File: src/rtl/lmac_fifo_pkg.sv
// Shared definitions for the LMAC clock-crossing FIFO read-side logic:
// FSM encoding, output buffer sizing and the position of the EOP flag.
package lmac_fifo_pkg;

    typedef enum logic {
        ST_RUN   = 1'b0,
        ST_FLUSH = 1'b1
    } rd_state_t;

    localparam int SKID_DEPTH = 2;
    localparam int OCC_W      = $clog2(SKID_DEPTH + 1);

    // The EOP flag rides in the top bit of every FIFO word.
    function automatic int eop_idx(input int width);
        return width - 1;
    endfunction

endpackage

File: src/rtl/fifo_rd_skid.sv
// Two-entry FIFO-ordered register buffer; entry 0 is always the head.
// Clear has priority over push and pop.
module fifo_rd_skid
    import lmac_fifo_pkg::*;
#(
    parameter int WIDTH = 8
) (
    input  logic             clk,
    input  logic             reset_,
    input  logic             push,
    input  logic [WIDTH-1:0] push_data,
    input  logic             pop,
    input  logic             clear,
    output logic [WIDTH-1:0] head_data,
    output logic [OCC_W-1:0] occupancy
);

    logic [WIDTH-1:0] entry_reg  [SKID_DEPTH];
    logic [WIDTH-1:0] entry_next [SKID_DEPTH];
    logic [OCC_W-1:0] occ_reg, occ_next, occ_kept;

    always_comb begin
        entry_next = entry_reg;
        occ_kept   = occ_reg;
        occ_next   = occ_reg;
        if (clear) begin
            occ_next = '0;
        end else begin
            if (pop && occ_reg != '0) begin
                for (int i = 0; i < SKID_DEPTH - 1; i++) begin
                    entry_next[i] = entry_reg[i + 1];
                end
                occ_kept = occ_reg - OCC_W'(1);
            end
            occ_next = occ_kept;
            // A same-cycle push lands behind whatever survives the pop.
            if (push && int'(occ_kept) < SKID_DEPTH) begin
                for (int i = 0; i < SKID_DEPTH; i++) begin
                    if (i == int'(occ_kept)) begin
                        entry_next[i] = push_data;
                    end
                end
                occ_next = occ_kept + OCC_W'(1);
            end
        end
    end

    always_ff @(posedge clk or negedge reset_) begin
        if (!reset_) begin
            occ_reg <= '0;
            for (int i = 0; i < SKID_DEPTH; i++) begin
                entry_reg[i] <= '0;
            end
        end else begin
            occ_reg <= occ_next;
            for (int i = 0; i < SKID_DEPTH; i++) begin
                entry_reg[i] <= entry_next[i];
            end
        end
    end

    assign head_data = entry_reg[0];
    assign occupancy = occ_reg;

endmodule

File: src/rtl/fifo_rd_stream.sv
// Read-side drain of the LMAC clock-crossing FIFO: turns rden/dataout into a
// valid/ready stream, counts delivered words/frames and runs the flush drain.
module fifo_rd_stream
    import lmac_fifo_pkg::*;
#(
    parameter int WIDTH = 8,
    parameter int PTR   = 4,
    parameter int CNT_W = 16
) (
    input  logic             clk,
    input  logic             reset_,
    input  logic             fifo_rdempty,
    input  logic [PTR:0]     fifo_rdusedw,
    input  logic [WIDTH-1:0] fifo_dataout,
    output logic             fifo_rden,
    output logic             out_valid,
    input  logic             out_ready,
    output logic [WIDTH-2:0] out_data,
    output logic             out_eop,
    input  logic             flush,
    output logic             flush_done,
    output logic [CNT_W-1:0] word_cnt,
    output logic [CNT_W-1:0] frame_cnt
);

    localparam int EOP_IDX = eop_idx(WIDTH);

    rd_state_t        state_reg, state_next;
    logic             inflight_reg;
    logic             flush_done_reg;
    logic [CNT_W-1:0] word_cnt_reg, frame_cnt_reg;
    logic [OCC_W-1:0] occ;
    logic [WIDTH-1:0] head;
    logic [OCC_W:0]   pending, room;
    logic             want, pop, push, clear, flush_exit;
    logic             usedw_unused;

    // Fill level is informational only; control relies on rdempty.
    assign usedw_unused = ^fifo_rdusedw;
    assign pending      = {1'b0, occ} + {{OCC_W{1'b0}}, inflight_reg};

    always_comb begin
        state_next = state_reg;
        want       = 1'b1;
        out_valid  = 1'b0;
        pop        = 1'b0;
        push       = 1'b0;
        clear      = 1'b0;
        flush_exit = 1'b0;
        room       = '0;
        case (state_reg)
            ST_RUN: begin
                out_valid = (occ != '0);
                pop       = out_valid & out_ready;
                push      = inflight_reg;
                // A word leaving this clk frees its slot, which keeps one
                // word per clk flowing through only two entries.
                room      = (OCC_W+1)'(SKID_DEPTH - 1) + {{OCC_W{1'b0}}, pop};
                want      = (pending <= room);
                if (flush) begin
                    clear      = 1'b1;
                    state_next = ST_FLUSH;
                end
            end
            ST_FLUSH: begin
                if (fifo_rdempty && !inflight_reg) begin
                    flush_exit = 1'b1;
                    state_next = ST_RUN;
                end
            end
            default: state_next = ST_RUN;
        endcase
    end

    assign fifo_rden = reset_ & want & ~fifo_rdempty;

    fifo_rd_skid #(
        .WIDTH(WIDTH)
    ) u_skid (
        .clk       (clk),
        .reset_    (reset_),
        .push      (push),
        .push_data (fifo_dataout),
        .pop       (pop),
        .clear     (clear),
        .head_data (head),
        .occupancy (occ)
    );

    always_ff @(posedge clk or negedge reset_) begin
        if (!reset_) begin
            state_reg      <= ST_RUN;
            inflight_reg   <= 1'b0;
            flush_done_reg <= 1'b0;
            word_cnt_reg   <= '0;
            frame_cnt_reg  <= '0;
        end else begin
            state_reg      <= state_next;
            inflight_reg   <= fifo_rden;
            flush_done_reg <= flush_exit;
            if (pop) begin
                word_cnt_reg <= word_cnt_reg + CNT_W'(1);
                if (out_eop) begin
                    frame_cnt_reg <= frame_cnt_reg + CNT_W'(1);
                end
            end
        end
    end

    assign out_data   = head[WIDTH-2:0];
    assign out_eop    = head[EOP_IDX];
    assign flush_done = flush_done_reg;
    assign word_cnt   = word_cnt_reg;
    assign frame_cnt  = frame_cnt_reg;

endmodule

File: config.mk
export PLATFORM = sky130hd
export DESIGN_NAME = fifo_rd_stream
export DESIGN_NICKNAME = d
export VERILOG_FILES = /design/src/rtl/lmac_fifo_pkg.sv /design/src/rtl/fifo_rd_skid.sv /design/src/rtl/fifo_rd_stream.sv
export SDC_FILE = /design/constraint.sdc
export NUM_CORES = 1
export LEC_CHECK = 0
export ABC_CLOCK_PERIOD_IN_PS = 3700
export CORE_UTILIZATION = 52
export CTS_BUF_LIST = sky130_fd_sc_hd__clkbuf_4
export DETAILED_ROUTE_END_ITERATION = 8
export PLACE_DENSITY = 0.89
export SETUP_SLACK_MARGIN = 0.05
export SKIP_LAST_GASP = 1
export SYNTH_ARGS = -nofsm -noshare
export SYNTH_HDL_FRONTEND = slang
export SYNTH_SLANG_ARGS = --single-unit
File: constraint.sdc
create_clock -name clk -period 3.7 [get_ports clk]
set_input_delay 0.555 -clock clk [delete_from_list [all_inputs] [get_ports clk]]
set_output_delay 0.555 -clock clk [all_outputs]
set_load 0.02 [all_outputs]
==> summary.txt <==
Finish
  • Area delta synth->final: 24.0%
  • Final Net Count: 309
  • Finished Cell Area: 0.00328 sq mm
  • Most common cell after layout, fill and taps aside: clkdlybuf4s50_1
  • Commonest cells after routing, fill and taps aside: 53 x clkdlybuf4s50_1, 52 x dfrtp_1, 18 x xnor2_1
  • # diodes: 0
  • Fraction of layout instances using a drive strength above 1: 11.7%

CTS
  • Root Buffer: clkbuf_4
  • Post-CTS Hold Buffers: 0
  • Clk sinks: 53
  • CTS Buf Count: 5
  • Register clock-pin slew on the reported worst setup and hold paths: 0.13 ns
  • Htree depth: 2
  • Clk Latency, worst-skew pair: 0.36 ns
  • Clock buffer depth: 2
  • CTS tree: done

Placed design
  • HPWL after DPL: 3690 um
  • Dpl cell area: 0.00322 sq mm
  • Port Buffers: 55
  • Gpl congestion: 0.776

Drt
  • Drt initial violations: 76
  • Detailed Route WL: 5070 um
  • Wirelength per Cell: 14.5 um
  • First-pass iteration count of the detailed router: 4
  • DR vias: 1871
  • Number of vias per cell: 5.36
  • Antenna Nets Post-Route: 0
  • Remaining DRCs: 0

STA
  • Highest clock rate: 293 MHz
  • Tmin final: 3.41 ns
  • Final setup viols: 0
  • Sum Neg Setup Slack: 0 ns
  • Fin Clk Skew: 0.00669 ns
  • Max Slew Vio Count: 0
  • RSZ-0062 raised after global routing: no
  • Worst Tran Pin Value: 0.664 ns
  • Period utilization: 92.2%
  • Max-Slew Margin vs Limit: 55.7%
  • Endpoints failing hold: 0

Floorplan
  • Core area: 0.00482 sq mm
  • Die area: 0.00538 sq mm
  • Die span in x: 73.4 um
  • Die height: 73.4 um
  • Rows: 25
  • Initial Utilization: 55.0%
  • IO Count: 61

Logic synthesis
  • Seq/Total Area, Yosys: 50.1%
  • Syn Nets: 255
  • Synth area leaders: dfrtp_1 50%, xnor2_1 6.0%, xor2_1 4.6%
  • Post-Synth XOR/XNOR Area: 10.6%
  • Synthesized-area fraction occupied by adder cells: 4.54%
  • Cell area after synthesis: 0.00265 sq mm
  • #FFs+latches synth: 53
  • Multiplexer share of the synthesized area: 3.83%
  • Syn avg cell area: 11.6 sq um
  • Post-synth top area cell: dfrtp_1
  • Yosys top cell area share: 50.1%
  • Post-synthesis simple-gate area fraction: 21.7%
  • Synth cell types: 39
  • Post-synthesis compound-gate area fraction: 4.58%
  • Yosys Warn Count: 0
  • Synth Instances: 228
  • Main combinational cell family by area after synthesis: simple AND/OR/NAND/NOR gates

Worst hold path
  • Worst min path class: in2async

Global routing
  • GRT overflow: 0
  • First-pass GRT wire length: 8510 um
  • Largest net degree at the start of global routing: 54
  • Vias in the first global route: 1806
  • GR Util All Layers: 20.8%
  • Antenna violations before repair: 0

Worst setup path
  • CP max stage cell: dfrtp_2
  • Nature of the critical path endpoint: primary output
  • Worst setup SP type: flip-flop
  • CP max FO: 6
  • Worst endpoint required time: 3.14 ns
  • Critical Path Max Stage Delay: 0.48 ns
  • CP Class: reg2out
  • Crit-path cells: inv_2, ha_4, nand2b_4, inv_1, fa_1, or3_1, a221oi_1, nor3b_1, dlygate4sd2_1
  • WP data arrival: 2.86 ns

Pwr
  • Pwr/cell area: 546 mW/mm^2
  • Peak supply drop: 349 uV
  • Leak: 1.54 nW

Flow run
  • Max Cap Viol: 0

Status
  • Outcome: complete, no violations
synth_stat cells:
cell type   n
nor3_1      3
xnor2_1    18
and4bb_2    1
nor4_1      1
nand3_1    13
ha_1        8
nor2b_1     1
a211oi_2    1
a21oi_1     2
nor2_1     12
mux2_1      1
nand2b_1    1
nor3_2      1
buf_6       1
a2111oi_2   1
and3_1     13
xor2_1     14
or3_1       2
or3b_1      1
nand3_2     1
mux2_2      8
o21ai_1     1
nand2b_4    1
nand2_1    13
or2_1       1
buf_4       8
and4_1      3
a211o_1     8
dfrtp_1    53
a221oi_1    1
buf_2       2
nor3b_1     9
inv_1      10
nor4_4      3
nand4_1     6
fa_1        1
nand3b_1    1
clkbuf_1    1
nor3b_2     2
logic make-up after synthesis:
kind of cell    Yosys count
buf+inv                  22
simple gates             89
compound gates           14
mux                       9
flops                    53
xor+xnor                 32
fa+ha+maj                 9
per-layer routing:
metal / GRT usage, % / vias up / share of wire (%)
met5: 0 / - / 0
met4: 7.69 / 0 / 1.5
met3: 4.39 / 10 / 3.5
met2: 35.3 / 35 / 51
met1: 26.3 / 926 / 44
li1: - / 900 / -
cell type report:
cell class / count / area, sq um
clock buffers: 6 / 45.0
clock inverters: 1 / 3.75
fillers: 393 / 1530
inverters: 10 / 37.5
multi-input cells: 153 / 1210
flip-flops and latches: 53 / 1330
well taps: 67 / 83.8
repair buffers: 59 / 574
stage by stage:
stage / worst slack, ns / util [%] / instances / hold WS, ns / total power, W
3_5_place_dp: 0.140 / 66.9 / 342 / 0.468 / 0.00154
3_3_place_gp: 0.159 / 66.9 / 342 / 0.458 / 0.00151
2_1_floorplan: 0.904 / - / 228 / 0.259 / 0.00130
6_report: 0.289 / 68.2 / 349 / 0.308 / 0.00179
4_1_cts: 0.133 / 67.9 / 349 / 0.344 / 0.00179
5_1_grt: 0.101 / 68.2 / 349 / 0.356 / 0.00192
worst paths after layout:
check	startpoint	end	slack, ns	cells past startpoint
max	u_skid.occupancy[1]$_DFF_PN0_	fifo_rden	0.29	9
min	reset_	u_skid.occupancy[0]$_DFF_PN0_	0.31	2
max reg2reg	u_skid.occupancy[1]$_DFF_PN0_	u_skid.head_data[6]$_DFFE_PN0N_	1.12	9
min reg2reg	frame_cnt[15]$_DFFE_PN0P_	frame_cnt[15]$_DFFE_PN0P_	0.48	1
max in group asynchronous	reset_	u_skid.occupancy[1]$_DFF_PN0_	2.90	2
min in group clk	reset_	inflight_reg$_DFF_PN0_	0.48	2
repair_timing:
item                                   in CTS  in global routing
setup endpoints to repair                   1                  1
cloned                                      0                  0
setup buffers                               0                  0
resized for setup                           2                  3
endpoints found under the hold margin       0                  0
worst max-delay path: cells and delay by family, from the launching register on:
kind / cells / cell delay [ns]
AND/OR/NAND/NOR: 3 / 0.65
adder cells (fa/ha/maj): 2 / 0.64
buffers and inverters: 3 / 0.50
flip-flops: 1 / 0.48
AO/OA/AOI/OAI: 1 / 0.24
power by group:
part	internal [W]	switching, W
Sequential	0.000713	0.000131
Clock	0.0000768	0.000166
Combinational	0.000365	0.000342
Total	0.00115	0.000639
Power figures use the tool's default switching activity.
